**config.mk**
```make
export PLATFORM = sky130hd
export DESIGN_NAME = cpu_step_clock_ctrl
export DESIGN_NICKNAME = d
export VERILOG_FILES = /design/src/rtl/cpu_clk_pkg.sv /design/src/rtl/btn_debounce.sv /design/src/rtl/cpu_step_clock_ctrl.sv
export SDC_FILE = /design/constraint.sdc
export NUM_CORES = 1
export LEC_CHECK = 0
export BUFFER_PORTS_ARGS = -buffer_cell sky130_fd_sc_hd__buf_2
export CORE_MARGIN = 5
export CORE_UTILIZATION = 26
export DETAILED_ROUTE_END_ITERATION = 16
export RECOVER_POWER = 100
export SYNTH_ARGS = -nofsm -noshare
export SYNTH_HDL_FRONTEND = slang
export SYNTH_SLANG_ARGS = --single-unit
```
**constraint.sdc**
```tcl
create_clock -name clk -period 5.7 [get_ports clk]
set_input_delay 1.14 -clock clk [delete_from_list [all_inputs] [get_ports clk]]
set_output_delay 1.14 -clock clk [all_outputs]
set_load 0.05 [all_outputs]
```
**src/rtl/cpu_clk_pkg.sv**
```systemverilog
// Shared encodings for the CPU step/run clock controller.
package cpu_clk_pkg;

    // Operator-selected mode encodings
    localparam logic [1:0] MODE_HALT  = 2'b00;
    localparam logic [1:0] MODE_RUN   = 2'b01;
    localparam logic [1:0] MODE_STEP  = 2'b10;
    localparam logic [1:0] MODE_BURST = 2'b11;

    // Controller FSM states; the encoding is shown directly on led[15:14]
    typedef enum logic [1:0] {
        ST_HOLD  = 2'b00,
        ST_IDLE  = 2'b01,
        ST_RUN   = 2'b10,
        ST_BURST = 2'b11
    } state_t;

endpackage

```
**src/rtl/btn_debounce.sv**
```systemverilog
// Push-button conditioner: 2-flop synchronizer, stability counter and a
// single-cycle pulse on each debounced rising edge.
module btn_debounce #(
    parameter int DB_W = 16
) (
    input  logic clk,
    input  logic rst,
    input  logic btn_in,
    output logic btn_level,
    output logic btn_rise
);

    logic [1:0]      sync_reg;
    logic [DB_W-1:0] cnt_reg;
    logic            level_reg;
    logic            rise_reg;

    // Bring the raw button into the clk domain
    always_ff @(posedge clk or posedge rst) begin
        if (rst) begin
            sync_reg <= 2'b00;
        end else begin
            sync_reg <= {sync_reg[0], btn_in};
        end
    end

    // Accept a new level only after it has differed for 2^DB_W straight cycles
    always_ff @(posedge clk or posedge rst) begin
        if (rst) begin
            cnt_reg   <= '0;
            level_reg <= 1'b0;
            rise_reg  <= 1'b0;
        end else begin
            rise_reg <= 1'b0;
            if (sync_reg[1] != level_reg) begin
                if (&cnt_reg) begin
                    level_reg <= sync_reg[1];
                    rise_reg  <= sync_reg[1];
                    cnt_reg   <= '0;
                end else begin
                    cnt_reg <= cnt_reg + DB_W'(1);
                end
            end else begin
                cnt_reg <= '0;
            end
        end
    end

    assign btn_level = level_reg;
    assign btn_rise  = rise_reg;

endmodule

```
**src/rtl/cpu_step_clock_ctrl.sv**
```systemverilog
// Clock-enable and reset sequencer for a CPU pipeline: halt, free run,
// single step from a push-button, and fixed-length bursts, with a cycle
// counter and status LEDs.
module cpu_step_clock_ctrl
    import cpu_clk_pkg::*;
#(
    parameter int CNT_W      = 16,
    parameter int RST_CYCLES = 4,
    parameter int DB_W       = 16
) (
    input  logic             clk,
    input  logic             rst,
    input  logic [1:0]       mode,
    input  logic             step_btn,
    input  logic             start,
    input  logic [CNT_W-1:0] burst_len,
    input  logic             clr_cnt,
    output logic             core_rst,
    output logic             core_ce,
    output logic             busy,
    output logic [CNT_W-1:0] cycle_cnt,
    output logic             ovf,
    output logic [15:0]      led
);

    localparam logic [7:0] HOLD_LAST = 8'(RST_CYCLES - 1);

    state_t           state_reg, state_next;
    logic [7:0]       hold_reg, hold_next;
    logic [CNT_W-1:0] rem_reg, rem_next;
    logic             core_ce_reg, ce_next;
    logic [CNT_W-1:0] cnt_reg;
    logic             ovf_reg;
    logic [1:0]       mode_reg;
    logic             btn_level;
    logic             btn_rise;
    logic             step_fire;
    logic [11:0]      cnt_disp;

    btn_debounce #(
        .DB_W(DB_W)
    ) u_debounce (
        .clk      (clk),
        .rst      (rst),
        .btn_in   (step_btn),
        .btn_level(btn_level),
        .btn_rise (btn_rise)
    );

    // Rise pulse qualified by the settled level it produced
    assign step_fire = btn_rise & btn_level;

    // FSM, hold counter, burst counter and the registered clock enable
    always_ff @(posedge clk or posedge rst) begin
        if (rst) begin
            state_reg   <= ST_HOLD;
            hold_reg    <= 8'd0;
            rem_reg     <= '0;
            core_ce_reg <= 1'b0;
        end else begin
            state_reg   <= state_next;
            hold_reg    <= hold_next;
            rem_reg     <= rem_next;
            core_ce_reg <= ce_next;
        end
    end

    // Next state; ce_next is the enable for the cycle after this edge
    always_comb begin
        state_next = state_reg;
        hold_next  = hold_reg;
        rem_next   = rem_reg;
        ce_next    = 1'b0;
        case (state_reg)
            ST_HOLD: begin
                if (hold_reg == HOLD_LAST) begin
                    state_next = ST_IDLE;
                end else begin
                    hold_next = hold_reg + 8'd1;
                end
            end
            ST_IDLE: begin
                case (mode)
                    MODE_RUN: begin
                        state_next = ST_RUN;
                        ce_next    = 1'b1;
                    end
                    MODE_BURST: begin
                        // The entry edge already issues the first enable
                        if (start && (burst_len != '0)) begin
                            state_next = ST_BURST;
                            rem_next   = burst_len - CNT_W'(1);
                            ce_next    = 1'b1;
                        end
                    end
                    MODE_STEP: begin
                        ce_next = step_fire;
                    end
                    default: begin
                        ce_next = 1'b0;
                    end
                endcase
            end
            ST_RUN: begin
                if (mode == MODE_RUN) begin
                    ce_next = 1'b1;
                end else begin
                    state_next = ST_IDLE;
                end
            end
            ST_BURST: begin
                if ((mode != MODE_BURST) || (rem_reg == '0)) begin
                    state_next = ST_IDLE;
                    rem_next   = '0;
                end else begin
                    rem_next = rem_reg - CNT_W'(1);
                    ce_next  = 1'b1;
                end
            end
            default: begin
                state_next = ST_HOLD;
            end
        endcase
    end

    // Count issued enables; a clear in the same cycle takes priority
    always_ff @(posedge clk or posedge rst) begin
        if (rst) begin
            cnt_reg <= '0;
            ovf_reg <= 1'b0;
        end else if (clr_cnt) begin
            cnt_reg <= '0;
            ovf_reg <= 1'b0;
        end else if (core_ce_reg) begin
            cnt_reg <= cnt_reg + CNT_W'(1);
            if (&cnt_reg) begin
                ovf_reg <= 1'b1;
            end
        end
    end

    // Registered copy of mode so the LEDs read all-zero during reset
    always_ff @(posedge clk or posedge rst) begin
        if (rst) begin
            mode_reg <= 2'b00;
        end else begin
            mode_reg <= mode;
        end
    end

    // Low 12 counter bits for the LEDs, zero-filled when CNT_W is narrower
    for (genvar gi = 0; gi < 12; gi++) begin : g_disp
        if (gi < CNT_W) begin : g_bit
            assign cnt_disp[gi] = cnt_reg[gi];
        end else begin : g_zero
            assign cnt_disp[gi] = 1'b0;
        end
    end

    assign core_rst  = (state_reg == ST_HOLD);
    assign core_ce   = core_ce_reg;
    assign busy      = (state_reg == ST_RUN) || (state_reg == ST_BURST);
    assign cycle_cnt = cnt_reg;
    assign ovf       = ovf_reg;
    assign led       = {state_reg, mode_reg, cnt_disp};

endmodule

```
Word-level counts from Yosys, hierarchy flattened

Index checks and enable logic that the tools add are counted.

Add/sub/neg operators: 5
$mul: 0
Divide/modulo/power cells: 0
Magnitude comparators: 0
Equal/unequal tests: 16
Shifts and indexed selects: 0
Muxes and demuxes: 24
Bitwise operators: 2
Reduce and logical (&&, ||, !) cells: 16

Operators by type and width:

| operator              | number |
|---|---|
| $mux 16               | 7 |
| $add 16x1->16 const B | 2 |
| $pmux 16 s2           | 1 |
| $reduce_and 16->1     | 2 |
| $sub 16x1->16 const B | 2 |
| $reduce_and 17->1     | 1 |
| $logic_not 16->1      | 1 |
| $reduce_bool 16->1    | 1 |
| $ne 2x2->1 const B    | 5 |
| $add 8x1->8 const B   | 1 |
| $eq 2x2->1 const B    | 4 |
| $eq 8x2->1 const B    | 1 |
| $mux 1                | 8 |
| $mux 2                | 4 |
| $pmux 2 s4            | 1 |
| $ne 3x3->1 const B    | 2 |
| $pmux 1 s3            | 2 |
| $reduce_bool 2->1     | 3 |
| $reduce_and 5->1      | 1 |
| $eq 2x1->1 const B    | 2 |
| $pmux 2 s2            | 1 |
| $reduce_and 2->1      | 2 |
| $reduce_and 3->1      | 1 |
| $logic_not 2->1       | 1 |
| other kinds (6)       | 7 |

Register bits after elaboration: 66
Latch bits: 0
Bits in writable memories: 0
ROM bits: 0
Input bits: 23
Output and inout bits: 36
Logic and storage cells: 74
Memories kept: 0

Depth between registers and ports, before layout

Gate-level depths: netlist of the first run.

Depth after elaboration: 5
Depth in mapped cells: 8
Mapped depth without buffers: 7

By module

Synthesis of the first run repeated with hierarchy kept, for this count alone.

Cells, all modules: 388
Area, all modules: 3766.1 sq um

Modules (own cells, without submodules):

| module              | times used | cells each | area each (sq um) | seq. area each (sq um) |
|---|---|---|---|---|
| cpu_step_clock_ctrl | 1          | 300        | 2822.7            | 1151.1 |
| btn_debounce        | 1          | 88         | 943.4             | 500.5 |

Worst setup path after synthesis of the first run

OpenSTA, ideal clock, no wires.

Path type: input-to-reg
Start: input port burst_len[12]
End: register rem_reg[15]
Setup time: 121 ps
Arrival: 2714 ps
Required time: 5579 ps
Slack: 2865 ps
Cell stages on the path: 5
Path buffers: 0
Cells stage by stage: or4_4 or4_4 o311ai_2 nand3_1 a22o_1

Longest elaborated chain between the ends: 4
Elaborated cells between the ends (all ways): 8
Those cells by class: 1 x add/sub; 1 x eq/ne; 3 x mux; 3 x reduce/logical

Ends and longest elaborated chain:

| what                                                       | RTL line                                             | text |
|---|---|---|
| start, declared                                            | cpu_step_clock_ctrl.sv:16                            | `input logic [CNT_W-1:0] burst_len,` |
| $sub 16x1->16 / $reduce_bool 16->1 (equally long branches) | cpu_step_clock_ctrl.sv:92, cpu_step_clock_ctrl.sv:90 |  |
| $mux 16 / $logic_and 1x1->1 (equally long branches)        | cpu_step_clock_ctrl.sv:90                            | `if (start && (burst_len != '0)) begin` |
| $mux 16 / $ne 2x2->1 (equally long branches)               | --                                                   |  |
| $pmux 16 s2 / $reduce_and 3->1 (equally long branches)     | --                                                   |  |
| end signal, assigned                                       | cpu_step_clock_ctrl.sv:63                            | `rem_reg <= rem_next;` |
| end, declared                                              | cpu_step_clock_ctrl.sv:30                            | `logic [CNT_W-1:0] rem_reg, rem_next;` |

Several ways; a longest one is shown, not always the timed one. The select of a mux whose other input is x is not followed.
A chain may end at the register's enable or synchronous reset.

Worst setup path after layout of the first run

Start: input port burst_len[0]
End: register rem_reg[7]

Same word-level chain as after synthesis.

==> results_dict.tcl, run 1 <==
set metrics [dict create \
    hold_buffers 0 \
    ctsResizeCount 0 \
    finalNetCount 471 \
    worstSetupPathDepth 8 \
    setup.worst_path.class "in -> reg" \
    chipWidth_um 130 \
    path_max_fanout 22 \
    ys_types 49 \
    p_total_w 0.00176 \
    num_antenna_cells 0 \
    r2r_start "state_reg[0]" \
    synth.top_cells.by_area "dfrtp_1, xnor2_1, nor2_1" \
    ys.flop_type "dfrtp_1" \
    wl_per_cell_um 14.1 \
    synth_largest_type_area_fraction_pct 44.4 \
    hpwlAfterDp_mm 6.34 \
    setup_tns_ns 0 \
    gp_congestion 0.877 \
    fill_cells 1459 \
    pin_count 59 \
    status "complete, but fails checks" \
    yosys_warnings 0 \
    crit_path_frequent_cell "o21ai_0" \
    endpoint "rem_reg[7]" \
    cp_cell_sequence "clkbuf_1 -> inv_1 -> ha_1 -> or4b_1 -> nor4_1 -> o21ai_0 -> o21ai_0 -> a22o_1" \
    numCtsBuffers 9 \
    netlist_area_um2 3720 \
    drv_cap 1 \
    place_inst 610 \
    crit_start "burst_len[0]" \
    arrival_ns 3.97 \
    finalSetupViolations 0 \
    r2r_setup_slack_ns 2.66 \
    cts_buffer_depth 2 \
    grt_pass1_wl_mm 15.0 \
    core_um2 13900 \
    dieHeight_um 130 \
    critical_path_required_ns 5.90 \
    drt_iter0_drc 167 \
    synth_area_per_cell_um2 9.38 \
    period_minus_slack_ns 3.77 \
    initial_core_util_pct 26.7 \
    grt_max_degree 67 \
    relSlewSlack_pct -39.8 \
    finalCritPeriodShare_pct 66.1 \
    cp-start-kind "input pin" \
    post_cts_buffers 0 \
    clk_latency_ns 0.32 \
    syn_inst 397 \
    rows 43 \
    async_flop_share_pct 100 \
    worst_pin_slew_ns 2.07 \
    clock_sinks 66 \
    grt_usage_pct 10.9 \
    firstDrtPassIters 5 \
    multi_input_area_um2 1870 \
    ys_seq_elements 66 \
    p_per_area_nw_per_um2 401 \
    cts_tree "built" \
    via_per_inst 4.93 \
    regArea_um2 1650 \
    synth_top_cell_by_area "dfrtp_1" \
    crit_family "compound AO/OA/AOI/OAI gates" \
    ant_nets 0 \
    synth_edf_count 0 \
    reg2reg_depth 4 \
    rsz0062_at_grt "false" \
    final_hold_viol_count 0 \
    p_leak_nw 1.74 \
    end_kind "register" \
    syn-num-nets 427 \
    clock_skew_ns 0.00823 \
    antenna_found_initial 0 \
    crit_path_top_delay_cell "o21ai_0" \
    fin_hold_ws_ns 0.353 \
    drive_gt1_share_pct 9.64 \
    max_stage_delay_ns 1.58 \
    area_growth_pct 17.9 \
    hp-class "reg -> reg" \
    peakVddDrop_uv 199 \
    r2r-end "rem_reg[7]" \
    dieArea_um2 16800 \
    failed_checks "max-capacitance violations, max-slew violations" \
    routed_wl_mm 8.85 \
    drc 0 \
    path_buf_inv 2 \
    fin_cells 626 \
    fmax_mhz 265 \
    clk_pin_slew_worst_paths_ns 0.06 \
    via_count 3089 \
    clockRootBuffer "clkbuf_16" \
    slew_viol_final 23 \
    synth.yosys.seq_area_share_pct 44.4 \
    grt.overflow.total 0 \
    io_buffers 58 \
    cts_htree_levels 3 \
    grt_pass1_vias 3113 \
]
routing by layer:
metal | track usage, % | vias to the layer above | wire length, um
met2 | 17.2 | 73 | 4060
li1 | - | 1500 | -
met3 | 2.31 | 8 | 358
met4 | 3.67 | 0 | 119
met1 | 14.9 | 1508 | 4310
met5 | 0 | - | 0
logic make-up after synthesis:
family                     after synthesis  share of synthesized area (%)
AOI/OAI and AO/OA                       60                           11.3
and+or+nand+nor                        171                           24.0
muxes                                    4                           1.14
buffers and inverters                   40                           5.24
xor gates and xnor gates                49                           11.5
adders and majority gates                7                           2.35
DFF                                     66                           44.4
through the flow:
stage | worst slack, ns | instance area, um2 | util (%)
final | 1.93 | 4390 | 31.5
after global routing | 1.57 | 4390 | 31.5
after CTS | 2.63 | 4450 | 31.9
after detailed placement | 2.29 | 4100 | 29.4
after global placement | 2.43 | 4100 | 29.4
after floorplan | 2.86 | 3720 | -
synthesized netlist by cell type (3+ instances only):
master,number
a21oi_1,6
xnor2_1,26
o32ai_1,5
nand2b_1,3
dfrtp_1,66
nand4_1,13
nor3_1,18
buf_4,12
or3_1,7
nand2_1,19
a22oi_1,3
xor2_1,23
nor4_1,9
nand4b_1,4
and4_1,3
or2_2,3
inv_1,14
clkbuf_1,13
o21ai_0,18
or4_1,3
o2bb2ai_1,7
o22ai_1,3
a22o_1,7
nand3_1,18
and3_1,4
ha_1,7
nor2_1,54
layout by cell type, fill, tap and decap left out, types with 3 or more instances in the layout:
cell / n
a21oi_1: 6
or2_2: 3
and4_1: 3
xnor2_1: 26
nor2_1: 54
nand2b_1: 3
buf_2: 18
nand4_1: 13
nor4_1: 10
nand2_1: 19
o21ai_0: 19
nand3_1: 18
dfrtp_1: 66
xor2_1: 23
or4_1: 3
clkbuf_16: 9
clkbuf_1: 41
inv_1: 14
nand4b_1: 4
nor3_1: 18
o22ai_1: 3
bufinv_16: 3
o32ai_1: 5
or3_1: 7
a22oi_1: 3
o2bb2ai_1: 7
and3_1: 4
ha_1: 7
a22o_1: 7
report_power, final:
group / internal (W) / total [W] / switching, W
clock network: 0.000429 / 0.000634 / 0.000205
logic: 0.000168 / 0.000453 / 0.000286
registers: 0.000557 / 0.000675 / 0.000118
total: 0.00115 / 0.00176 / 0.000609
final cells by class:
class,count,area share (%)
clock buffer,10,5.22
clock inverter,6,2.62
inverter,14,1.20
multi-input combinational,291,42.6
sequential,66,37.6
tap,180,5.13
timing repair buffer,59,5.64
worst min-delay path by stage:
stage	slack, ns	endpoint	start	cells after the start
2_1_floorplan	0.33	u_debounce.sync_reg[1]	u_debounce.sync_reg[0]	0
3_3_place_gp	0.34	u_debounce.sync_reg[1]	u_debounce.sync_reg[0]	0
3_5_place_dp	0.34	u_debounce.sync_reg[1]	u_debounce.sync_reg[0]	0
4_1_cts	0.35	u_debounce.sync_reg[1]	u_debounce.sync_reg[0]	0
5_1_grt	0.36	u_debounce.sync_reg[1]	u_debounce.sync_reg[0]	0
6_report	0.35	u_debounce.sync_reg[1]	u_debounce.sync_reg[0]	0
No activity file was read; power rests on OpenSTA's default activity.
==> run 2, diff against run 1 <==
==> constraint.sdc (replaced) <==
create_clock -name clk -period 3.3 [get_ports clk]
set_input_delay 0.66 -clock clk [delete_from_list [all_inputs] [get_ports clk]]
set_output_delay 0.66 -clock clk [all_outputs]
set_load 0.05 [all_outputs]
==> results_dict.tcl, run 2 (synthesized netlist as in run 1, its figures left out) <==
set metrics [dict create \
    fmax_mhz 376 \
    relSlewSlack_pct -24.8 \
    setup.worst_path.class "in -> reg" \
    clockRootBuffer "clkbuf_16" \
    drt_iter0_drc 168 \
    setup_tns_ns 0 \
    r2r_start "state_reg[0]" \
    drc 0 \
    p_per_area_nw_per_um2 671 \
    rsz0062_at_grt "false" \
    slew_viol_final 36 \
    r2r-end "rem_reg[6]" \
    worst_pin_slew_ns 1.87 \
    area_growth_pct 17.1 \
    finalCritPeriodShare_pct 80.5 \
    grt_usage_pct 10.7 \
    dieHeight_um 130 \
    final_common_cell "dfrtp_1" \
    pin_count 59 \
    core_um2 13900 \
    ant_nets 0 \
    fill_cells 1446 \
    initial_core_util_pct 26.7 \
    period_minus_slack_ns 2.66 \
    hold_buffers 0 \
    cts_buffer_depth 2 \
    peakVddDrop_uv 412 \
    reg2reg_depth 4 \
    grt_pass1_vias 3043 \
    gp_congestion 0.859 \
    via_count 3045 \
    hp-class "in -> async" \
    end_kind "register" \
    path_max_fanout 22 \
    cts_tree "built" \
    failed_checks "max-capacitance violations, max-slew violations" \
    clock_sinks 66 \
    rows 43 \
    status "complete, but fails checks" \
    clk_latency_ns 0.33 \
    grt.overflow.total 0 \
    wl_per_cell_um 13.9 \
    r2r_setup_slack_ns 0.95 \
    arrival_ns 2.87 \
    crit_start "burst_len[0]" \
    critical_path_required_ns 3.52 \
    routed_wl_mm 8.70 \
    clock_skew_ns 0.00735 \
    via_per_inst 4.85 \
    cts_htree_levels 3 \
    finalNetCount 473 \
    numCtsBuffers 9 \
    drive_gt1_share_pct 9.82 \
    hpwlAfterDp_mm 6.35 \
    grt_max_degree 36 \
    p_leak_nw 1.73 \
    finalSetupViolations 0 \
    chipWidth_um 130 \
    grt_pass1_wl_mm 14.6 \
    cp-start-kind "input pin" \
    fin_hold_ws_ns 0.308 \
    clk_pin_slew_worst_paths_ns 0.06 \
    ctsResizeCount 0 \
    firstDrtPassIters 4 \
    drv_cap 1 \
    final_hold_viol_count 0 \
    antenna_found_initial 0 \
    post_cts_buffers 0 \
    io_buffers 58 \
    mostFrequentLayoutCells "dfrtp_1, nor2_1, clkbuf_1, xnor2_1, xor2_1" \
    dieArea_um2 16800 \
    num_antenna_cells 0 \
]
==> run 2: through the flow <==
step	power (W)	utilization [%]	instances	cell area, um2	setup slack (ns)
2_1_floorplan	0.00177	-	397	3720	0.836
3_3_place_gp	0.00195	29.6	612	4120	0.512
3_5_place_dp	0.00198	29.6	612	4120	0.386
4_1_cts	0.00296	31.7	628	4420	0.721
5_1_grt	0.00311	31.3	628	4360	0.263
6_report	0.00292	31.3	628	4360	0.643
==> run 2: area by class of cell <==
| type | count | area, um2 | share of cell area [%] |
|---|---|---|---|
| Clock buffer | 10 | 239 | 5.48 |
| Sequential cell | 66 | 1650 | 37.9 |
| Multi-Input combinational cell | 291 | 1870 | 42.9 |
| Tap cell | 180 | 225 | 5.17 |
| Timing Repair Buffer | 61 | 255 | 5.86 |
| Clock inverter | 6 | 65.1 | 1.49 |
| Inverter | 14 | 52.6 | 1.21 |
==> run 2: critical path, cell delays in order <==
cell      delay, ns
clkbuf_1       0.14
inv_1          0.12
ha_1           0.21
or4b_1         0.16
nor4_1         0.06
o21ai_1        0.99
o21ai_0        0.23
a22o_1         0.29
==> run 2: where the power goes <==
group | leakage (nW) | switching, W | internal, W
Combinational | 0.714 | 0.000493 | 0.000296
Clock | 0.149 | 0.000366 | 0.000606
Sequential | 0.871 | 0.000201 | 0.000962
==> run 2: worst max-delay path by stage <==
stage	to	slack (ns)	cells past startpoint
after global placement	rem_reg[6]	0.51	8
after CTS	rem_reg[6]	0.72	8
final	rem_reg[6]	0.64	8
after detailed placement	rem_reg[6]	0.39	8
after floorplan	hold_reg[1]	0.84	4
after global routing	rem_reg[2]	0.26	3
==> run 2: per-layer routing <==
| layer | track usage (%) | wire (um) | vias up |
|---|---|---|---|
| li1 | - | - | 1500 |
| met1 | 14.6 | 4200 | 1456 |
| met2 | 16.2 | 3950 | 77 |
| met3 | 1.94 | 361 | 12 |
| met4 | 5.32 | 180 | 0 |
| met5 | 0 | 0 | - |
